[config.mk]
export PLATFORM = sky130hd
export DESIGN_NAME = pulse_stretch
export DESIGN_NICKNAME = d
export VERILOG_FILES = /design/src/rtl/pulse_stretch_pkg.sv /design/src/rtl/pulse_stretch_cycle_timer.sv /design/src/rtl/pulse_stretch.sv
export SDC_FILE = /design/constraint.sdc
export NUM_CORES = 1
export LEC_CHECK = 0
export CAP_MARGIN = 30
export CORE_MARGIN = 1.5
export CORE_UTILIZATION = 65
export DETAILED_ROUTE_END_ITERATION = 7
export PLACE_DENSITY = 0.83
export SYNTH_ARGS = -nofsm -noshare
export SYNTH_HDL_FRONTEND = slang
export SYNTH_SLANG_ARGS = --single-unit
[constraint.sdc]
create_clock -name clk -period 5.75 [get_ports clk]
set_input_delay 1.4375 -clock clk [delete_from_list [all_inputs] [get_ports clk]]
set_output_delay 1.4375 -clock clk [all_outputs]
set_load 0.05 [all_outputs]
[src/rtl/pulse_stretch_pkg.sv]
// Shared definitions for the pulse stretcher: FSM state encoding, clock
// frequency for ms-to-cycle conversion, and timer sizing helpers.
package pulse_stretch_pkg;

  typedef enum logic [1:0] {
    ST_IDLE = 2'd0,
    ST_HOLD = 2'd1,
    ST_GAP  = 2'd2
  } state_t;

  localparam int unsigned CLK_FREQ_HZ = 32'd100_000_000;

  // Converts a duration in milliseconds into clk cycles at CLK_FREQ_HZ.
  function automatic int unsigned ms_to_cycles(input int unsigned ms);
    return (CLK_FREQ_HZ / 32'd1000) * ms;
  endfunction

  // Timer width able to hold max(hold, gap) - 1, never narrower than 1 bit.
  function automatic int unsigned timer_width(input int unsigned hold,
                                              input int unsigned gap);
    int unsigned m;
    m = (hold > gap) ? hold : gap;
    if (m <= 32'd1) begin
      return 32'd1;
    end else begin
      return $clog2(m);
    end
  endfunction

endpackage

[src/rtl/pulse_stretch_cycle_timer.sv]
// Loadable down-counter. Stops at zero (no wrap); load has priority over
// counting. done flags the zero count.
module pulse_stretch_cycle_timer #(
  parameter int unsigned TW = 1
) (
  input  logic          clk,
  input  logic          rst,
  input  logic          load,
  input  logic [TW-1:0] load_val,
  input  logic          en,
  output logic [TW-1:0] count,
  output logic          done
);

  // Count register: load, else decrement while enabled and non-zero.
  always_ff @(posedge clk or negedge rst) begin
    if (!rst) begin
      count <= {TW{1'b0}};
    end else if (load) begin
      count <= load_val;
    end else if (en && (count != {TW{1'b0}})) begin
      count <= count - {{(TW-1){1'b0}}, 1'b1};
    end else begin
      count <= count;
    end
  end

  assign done = (count == {TW{1'b0}});

endmodule

[src/rtl/pulse_stretch.sv]
// Turns 1-cycle strobes into fixed-length levels. Strobes that arrive while
// a level is being shown are queued (or retrigger the hold) and replayed
// with a forced low gap between them.
module pulse_stretch
  import pulse_stretch_pkg::*;
#(
  parameter int unsigned HOLD_CYCLES = 10_000_000,
  parameter int unsigned GAP_CYCLES  = 2_000_000,
  parameter int unsigned PEND_MAX    = 15,
  parameter int unsigned RETRIGGER   = 0,
  localparam int unsigned PW         = $clog2(PEND_MAX + 1)
) (
  input  logic          clk,
  input  logic          rst,
  input  logic          i_pulse,
  input  logic          i_clear,
  output logic          o_level,
  output logic          o_busy,
  output logic [PW-1:0] o_pend_cnt,
  output logic          o_overflow
);

  localparam int unsigned TW        = timer_width(HOLD_CYCLES, GAP_CYCLES);
  localparam logic [TW-1:0] HOLD_LOAD = TW'(HOLD_CYCLES - 1);
  localparam logic [TW-1:0] GAP_LOAD  = TW'(GAP_CYCLES - 1);
  localparam logic [PW-1:0] PEND_TOP  = PW'(PEND_MAX);
  localparam logic [PW-1:0] PEND_ONE  = {{(PW-1){1'b0}}, 1'b1};
  localparam logic [PW-1:0] PEND_ZERO = {PW{1'b0}};
  localparam bit            RETRIG    = (RETRIGGER != 32'd0);

  state_t        state;
  state_t        state_nxt;
  logic [PW-1:0] pend;
  logic [PW-1:0] pend_nxt;
  logic          ovf_nxt;
  logic          tmr_load;
  logic [TW-1:0] tmr_val;
  logic          tmr_en;
  logic [TW-1:0] tmr_count;
  logic          tmr_done;
  logic          tmr_end;

  pulse_stretch_cycle_timer #(
    .TW(TW)
  ) u_timer (
    .clk     (clk),
    .rst     (rst),
    .load    (tmr_load),
    .load_val(tmr_val),
    .en      (tmr_en),
    .count   (tmr_count),
    .done    (tmr_done)
  );

  // Terminal cycle of the current HOLD/GAP phase: the timer sits at zero.
  assign tmr_end = tmr_done && (tmr_count == {TW{1'b0}});

  // Next-state, queue and timer-control decode; clear overrides everything.
  always_comb begin
    state_nxt = state;
    pend_nxt  = pend;
    ovf_nxt   = 1'b0;
    tmr_load  = 1'b0;
    tmr_val   = {TW{1'b0}};
    tmr_en    = 1'b0;
    if (i_clear) begin
      state_nxt = ST_IDLE;
      pend_nxt  = PEND_ZERO;
      tmr_load  = 1'b1;
    end else begin
      case (state)
        ST_IDLE: begin
          if (i_pulse) begin
            state_nxt = ST_HOLD;
            tmr_load  = 1'b1;
            tmr_val   = HOLD_LOAD;
          end else begin
            state_nxt = ST_IDLE;
          end
        end
        ST_HOLD: begin
          tmr_en = 1'b1;
          if (RETRIG && i_pulse) begin
            // Retrigger: restart the hold, reload beats the terminal exit.
            state_nxt = ST_HOLD;
            tmr_load  = 1'b1;
            tmr_val   = HOLD_LOAD;
          end else begin
            if (!RETRIG && i_pulse) begin
              if (pend < PEND_TOP) begin
                pend_nxt = pend + PEND_ONE;
              end else begin
                ovf_nxt = 1'b1;
              end
            end else begin
              pend_nxt = pend;
            end
            // A strobe counted on the terminal cycle already steers to GAP.
            if (tmr_end) begin
              if (pend_nxt != PEND_ZERO) begin
                state_nxt = ST_GAP;
                tmr_load  = 1'b1;
                tmr_val   = GAP_LOAD;
              end else begin
                state_nxt = ST_IDLE;
              end
            end else begin
              state_nxt = ST_HOLD;
            end
          end
        end
        ST_GAP: begin
          tmr_en = 1'b1;
          if (tmr_end) begin
            state_nxt = ST_HOLD;
            tmr_load  = 1'b1;
            tmr_val   = HOLD_LOAD;
            // Incoming strobe cancels the dequeue, so it can never be dropped.
            if (!RETRIG && i_pulse) begin
              pend_nxt = pend;
            end else if (pend != PEND_ZERO) begin
              pend_nxt = pend - PEND_ONE;
            end else begin
              pend_nxt = pend;
            end
          end else begin
            state_nxt = ST_GAP;
            if (!RETRIG && i_pulse) begin
              if (pend < PEND_TOP) begin
                pend_nxt = pend + PEND_ONE;
              end else begin
                ovf_nxt = 1'b1;
              end
            end else begin
              pend_nxt = pend;
            end
          end
        end
        default: begin
          state_nxt = ST_IDLE;
          pend_nxt  = PEND_ZERO;
        end
      endcase
    end
  end

  // State, queue count and registered outputs (decoded from next state).
  always_ff @(posedge clk or negedge rst) begin
    if (!rst) begin
      state      <= ST_IDLE;
      pend       <= PEND_ZERO;
      o_level    <= 1'b0;
      o_busy     <= 1'b0;
      o_overflow <= 1'b0;
    end else begin
      state      <= state_nxt;
      pend       <= pend_nxt;
      o_level    <= (state_nxt == ST_HOLD);
      o_busy     <= (state_nxt != ST_IDLE);
      o_overflow <= ovf_nxt;
    end
  end

  assign o_pend_cnt = pend;

endmodule
# Word level (Yosys, flattened, before mapping)
# Cells that the tools add are included.
[classes] eq_ne=6 n_reduce_logical=10 muxes=36 n_lt_le_gt_ge=1 n_addsub=3
[ops] cell="24-bit two-way mux" n=5
[ops] cell="24-bit case mux with 3 select lines" n=1
[ops] cell="21-bit two-way mux" n=2
[ops] cell="4-bit two-way mux" n=8
[ops] cell="24-bit logical NOT" n=1
[ops] cell="24-bit nonzero test" n=1
[ops] cell="24-bit by 1-bit subtractor with 24-bit output (second input constant)" n=1
[ops] cell="1-bit two-way mux" n=12
[ops] cell="4-bit case mux with 3 select lines" n=1
[ops] cell="2-bit two-way mux" n=4
[ops] cell="4-bit != test (second input constant)" n=2
[ops] cell="4-bit nonzero test" n=2
[ops] cell="2-bit case mux with 3 select lines" n=1
[ops] cell="4-bit by 1-bit adder with 4-bit output (second input constant)" n=1
[ops] cell="2-bit by 1-bit equality test with 1-bit output (second input constant)" n=2
[ops] cell="4-bit less-than comparator (second input constant)" n=1
[ops] cell="2-bit nonzero test" n=2
[ops] cell="4-bit by 1-bit subtractor with 4-bit output (second input constant)" n=1
[ops] cell="1-bit case mux with 3 select lines" n=1
[ops] cell="3-bit AND reduction" n=1
[ops] cell="2-bit equality test (second input constant)" n=1
[ops] cell="2-bit logical NOT" n=1
[ops] cell="2-bit != test (second input constant)" n=1
[ops] cell="1-bit case mux with 2 select lines" n=1
[ops] cell="other kinds (2)" n=2
[totals] reg_bits=33

# Logic depth before layout (Yosys ltp)
[logic_depth] ltp_word=11 mapped_depth=10 ltp_nobuf=8

# Modules after synthesis
# A second synthesis with hierarchy kept.
[hier_totals] cells_unflattened=273 hier_area_um2=2433.6
[by_module_without_submodules] mod="pulse_stretch_cycle_timer" seq_area_each_um2=600.6 area_each_um2=1522.7 cells_per_inst=173 instances=1
[by_module_without_submodules] mod="pulse_stretch" seq_area_each_um2=225.2 area_each_um2=910.9 cells_per_inst=100 instances=1

# Least setup slack after synthesis
# OpenSTA, ideal clock, no wires.
[synth_path] path_kind="input-to-reg" from="input i_pulse" to="register u_timer.count[5]" setup_time_ps=123 arrival_time_ps=3058 path_slack_ps=2569 cell_stages=8 cell_sequence="buf_4 > nand3_1 > o211a_1 > a221oi_1 > a211o_1 > buf_6 > nand2_1 > o221a_2"
[synth_between] elab_chain_len=9 word_cells_on_any_way=16
[synth_rtl] item="start, declared" line="pulse_stretch.sv:15" rtl="input logic i_pulse,"
[synth_rtl] item="4-bit two-way mux" line="pulse_stretch.sv:89" rtl="if (!RETRIG && i_pulse) begin"
[synth_rtl] item="4-bit two-way mux" line="pulse_stretch.sv:71" rtl="case (state)"
[synth_rtl] item="4-bit two-way mux" line="pulse_stretch.sv:66" rtl="if (i_clear) begin"
[synth_rtl] item="4-bit nonzero test" line="pulse_stretch.sv:100" rtl="if (pend_nxt != PEND_ZERO) begin"
[synth_rtl] item="21-bit two-way mux / 1-bit two-way mux (equally long branches)" line="pulse_stretch.sv:100"
[synth_rtl] item="21-bit two-way mux / 1-bit two-way mux (equally long branches)" line="pulse_stretch.sv:99" rtl="if (tmr_end) begin"
[synth_rtl] item="24-bit case mux with 3 select lines / 1-bit case mux with 3 select lines (equally long branches)" line="pulse_stretch.sv:71"
[synth_rtl] item="24-bit two-way mux / 1-bit two-way mux (equally long branches)" line="pulse_stretch.sv:66"
[synth_rtl] item="24-bit two-way mux / 2-bit nonzero test (equally long branches)"
[synth_rtl] item="end signal, assigned" line="pulse_stretch_cycle_timer.sv:18" rtl="count <= {TW{1'b0}};"
[synth_rtl] item="end signal, assigned" line="pulse_stretch_cycle_timer.sv:20" rtl="count <= load_val;"
[synth_rtl] item="end signal, assigned" line="pulse_stretch_cycle_timer.sv:22" rtl="count <= count - {{(TW-1){1'b0}}, 1'b1};"
[synth_rtl] item="end, declared" line="pulse_stretch_cycle_timer.sv:11" rtl="output logic [TW-1:0] count,"
# Parallel ways exist; a longest one is shown, timed or not. The select of a mux whose other input is x is not followed.
# A chain may end at the register's enable or synchronous reset.

# Final worst setup path
[layout_path] from="input i_pulse" to="register u_timer.count[15]"
# Same word-level chain as after synthesis.

==> flow_summary_export.csv <==
group,metric,value,unit
hold_path,hold_class,"flip-flop to flip-flop",
floorplanning,fp.dieW,63.3,um
detailed_routing,ant_nets,0,
synth,yosys.cell_types.count,58,
clock_network,clk_pin_slew,0.11,ns
detailed_routing,drt-initial-drc-count,210,
floorplanning,dieArea,0.00401,mm^2
sta,finalSetupViolations,0,
critical_path,r2r_end,"u_timer.count[15]",
global_route,antenna_found_initial,0,
synth,syn-cell-area,0.00236,mm^2
synth,yosysWarnings,0,
power,p_int,0.000598,W
sta,period_share,65.3,%
finish,syn_to_final_growth,6.72,%
place,gp_congestion,0.941,
critical_path,slowest_delay,0.64,ns
critical_path,cp_max_fo,10,
global_route,grt_pass1_vias,1946,
critical_path,cp-start-kind,"primary input",
finish,antenna_cells,0,
power,pwr-share-comb,56.8,%
finish,mostFrequentLayoutCells,"dfrtp_1 (33), nor2_1 (27), nor3_1 (14)",
synth,synth_flop_cell,"dfrtp_1",
hold_path,whs_path_depth,2,
finish,layout_commonest_cell,"dfrtp_1",
sta,worst_pin_slew,0.787,ns
synth,synthArstFlopShare,100,%
place,pre_cts_ws,1.65,ns
floorplanning,coreArea,0.00342,mm^2
clock_network,cts_inserted_buffers,5,
sta,hold_viol,0,
detailed_routing,drc,0,
global_route,grt_pass1_wl,9.47,mm
critical_path,end_kind,"flip-flop",
floorplanning,die_h,63.3,um
power,power.density,457,mW/mm^2
clock_network,clk_latency,0.36,ns
finish,layout.nets,280,
synth,synth_edf_count,0,
hold_path,holdCritStartpoint,"u_timer.count[22]",
floorplanning,num_rows,21,
clock_network,cts-root-buf,"clkbuf_4",
synth,ys_seq_area_share,34.9,%
detailed_routing,routedWlPerCell,17.3,um
critical_path,path_cells,"clkdlybuf4s50_1 -> nand3_1 -> o211a_1 -> a221oi_1 -> a211o_1 -> nand2_1 -> o221a_2",
critical_path,crit_family,"compound AO/OA/AOI/OAI gates",
global_route,grt_util_all_layers,30.5,%
detailed_routing,viasPerCell,6.77,
clock_network,hold_buffers,0,
hold_path,holdPathEnd,"u_timer.count[22]",
critical_path,worstSetupPathType,"primary input to flip-flop",
synth,syn_avg_cell_area,9.02,um^2
sta,fmax,266,MHz
global_route,gr-total-overflow,0,
power,seq_power_share,32.2,%
sta,tns,0,ns
sta,whs,0.553,ns
power,ir_drop,253,uV
power,switchingPower,0.000556,W
synth,synthesis.nets,274,
sta,finalCriticalPeriod,3.76,ns
power,clockPowerShare,11.0,%
floorplanning,pin_count,11,
detailed_routing,route.vias.total,2134,
place,hpwl,3.85,mm
sta,relSlewSlack,47.1,%
synth,synthCells,262,
run,drv_cap,0,
sta,setup_ws,1.99,ns
synth,synth-seq-cells,33,
place,io_buffers,10,
clock_network,cts_tree,"yes",
clock_network,clockBufferDepth,2,
critical_path,r2r.worst_path.cells,7,
sta,final.setup_skew,0.0179,ns
clock_network,clkSinkCount,33,
critical_path,r2r_slack,2.85,ns
critical_path,cp_slowest_cell,"clkdlybuf4s50_1",
critical_path,cp_data_required_time,6.01,ns
global_route,grt_max_degree,34,
critical_path,worst_ep_arrival_time,4.01,ns
critical_path,r2r-start,"o_pend_cnt[0]",
detailed_routing,wl,5.44,mm
sta,slew_violations,0,
floorplanning,initial_core_util,69.2,%
power,switching_share,48.2,%
power,leakagePower,1.10,nW
finish,drive_gt1_share,13.0,%
clock_network,cts_setup_buffers,0,
run_status,status,"finished clean",
clock_network,cts_max_level,2,
critical_path,critical_path_depth,7,
sta,rsz0062_at_grt,"false",
clock_network,cts.repair.resized,0,
critical_path,cp_num_buf_inv,1,
detailed_routing,first_pass_iters,5,
stage by stage:
step	total power [W]	instances	cell area, um^2	util (%)
2_1_floorplan	0.000870	262	2360	-
3_3_place_gp	0.000992	306	2460	71.9
3_5_place_dp	0.00101	307	2470	72.3
4_1_cts	0.00114	315	2520	73.8
5_1_grt	0.00124	315	2520	73.8
6_report	0.00115	315	2520	73.8
worst register-to-register path, cell delays in order (launching register included):
cell and delay (ns):
dfrtp_1 0.49, ha_1 0.26, nand3_1 0.15, a211o_1 0.37, a221oi_1 0.56, a211o_1 0.38, nand2_1 0.27, o221a_2 0.34
power by group through the flow:
stage / registers (W) / logic [W] / clock network [W]
3_5_place_dp: 0.000373 / 0.000640 / 0
2_1_floorplan: 0.000374 / 0.000496 / 0
4_1_cts: 0.000368 / 0.000643 / 0.000131
6_report: 0.000372 / 0.000655 / 0.000127
3_3_place_gp: 0.000370 / 0.000622 / 0
5_1_grt: 0.000381 / 0.000721 / 0.000141
logic make-up (layout without fill, tap and decap cells):
family | Yosys count | count (layout) | share of synthesized area, %
and+or+nand+nor | 107 | 107 | 25.6
AOI/OAI and AO/OA | 77 | 77 | 25.0
DFF | 33 | 33 | 34.9
buffers and inverters | 24 | 31 | 5.24
xor gates and xnor gates | 10 | 10 | 3.71
adders and majority gates | 8 | 8 | 4.24
muxes | 3 | 3 | 1.27
Yosys cell counts, drive strengths merged (4+ instances only):
cell / count / area [um^2]
a21oi: 15 / 82.6
a221oi: 4 / 35.0
a2bb2oi: 4 / 35.0
a31oi: 10 / 62.6
and2: 7 / 43.8
buf: 10 / 67.6
clkbuf: 4 / 18.8
dfrtp: 33 / 826
ha: 8 / 100
inv: 10 / 37.5
nand2: 9 / 33.8
nand3: 9 / 45.0
nand4: 7 / 43.8
nand4b: 4 / 35.0
nor2: 27 / 101
nor3: 16 / 96.4
nor4: 5 / 31.3
o211a: 5 / 50.1
o21ai: 12 / 60.1
o221a: 5 / 65.1
o22a: 5 / 48.8
or3: 8 / 60.1
xor2: 7 / 61.3
metal layers:
| metal | up-vias | share of wire (%) | global-route usage (%) |
|---|---|---|---|
| li1 | 1015 | - | - |
| met1 | 1026 | 49 | 45.5 |
| met2 | 85 | 42 | 40.7 |
| met3 | 8 | 7.5 | 10.5 |
| met4 | 0 | 1.4 | 11.1 |
| met5 | - | 0 | 0 |
worst max path at each step:
stage	start	end
floorplan	i_pulse	u_timer.count[5]
global placement	i_pulse	u_timer.count[2]
detailed placement	i_pulse	u_timer.count[15]
CTS	i_pulse	u_timer.count[15]
global route	i_pulse	u_timer.count[15]
finish	i_pulse	u_timer.count[15]
state kept, by name (all words and copies together) (netlist names):
signal         cells
o_overflow         1
o_pend_cnt         4
state              2
o_level            1
u_timer.count     24
o_busy             1
final cells by class:
type                       instances  area, um^2
clock inverter                     2        10.0
inverter                          10        37.5
timing repair buffer              13         130
fill                             253         893
sequential                        33         826
clock buffer                       6        41.3
multi-input combinational        205        1420
tap                               46        57.6
Power figures use the tool's default switching activity.
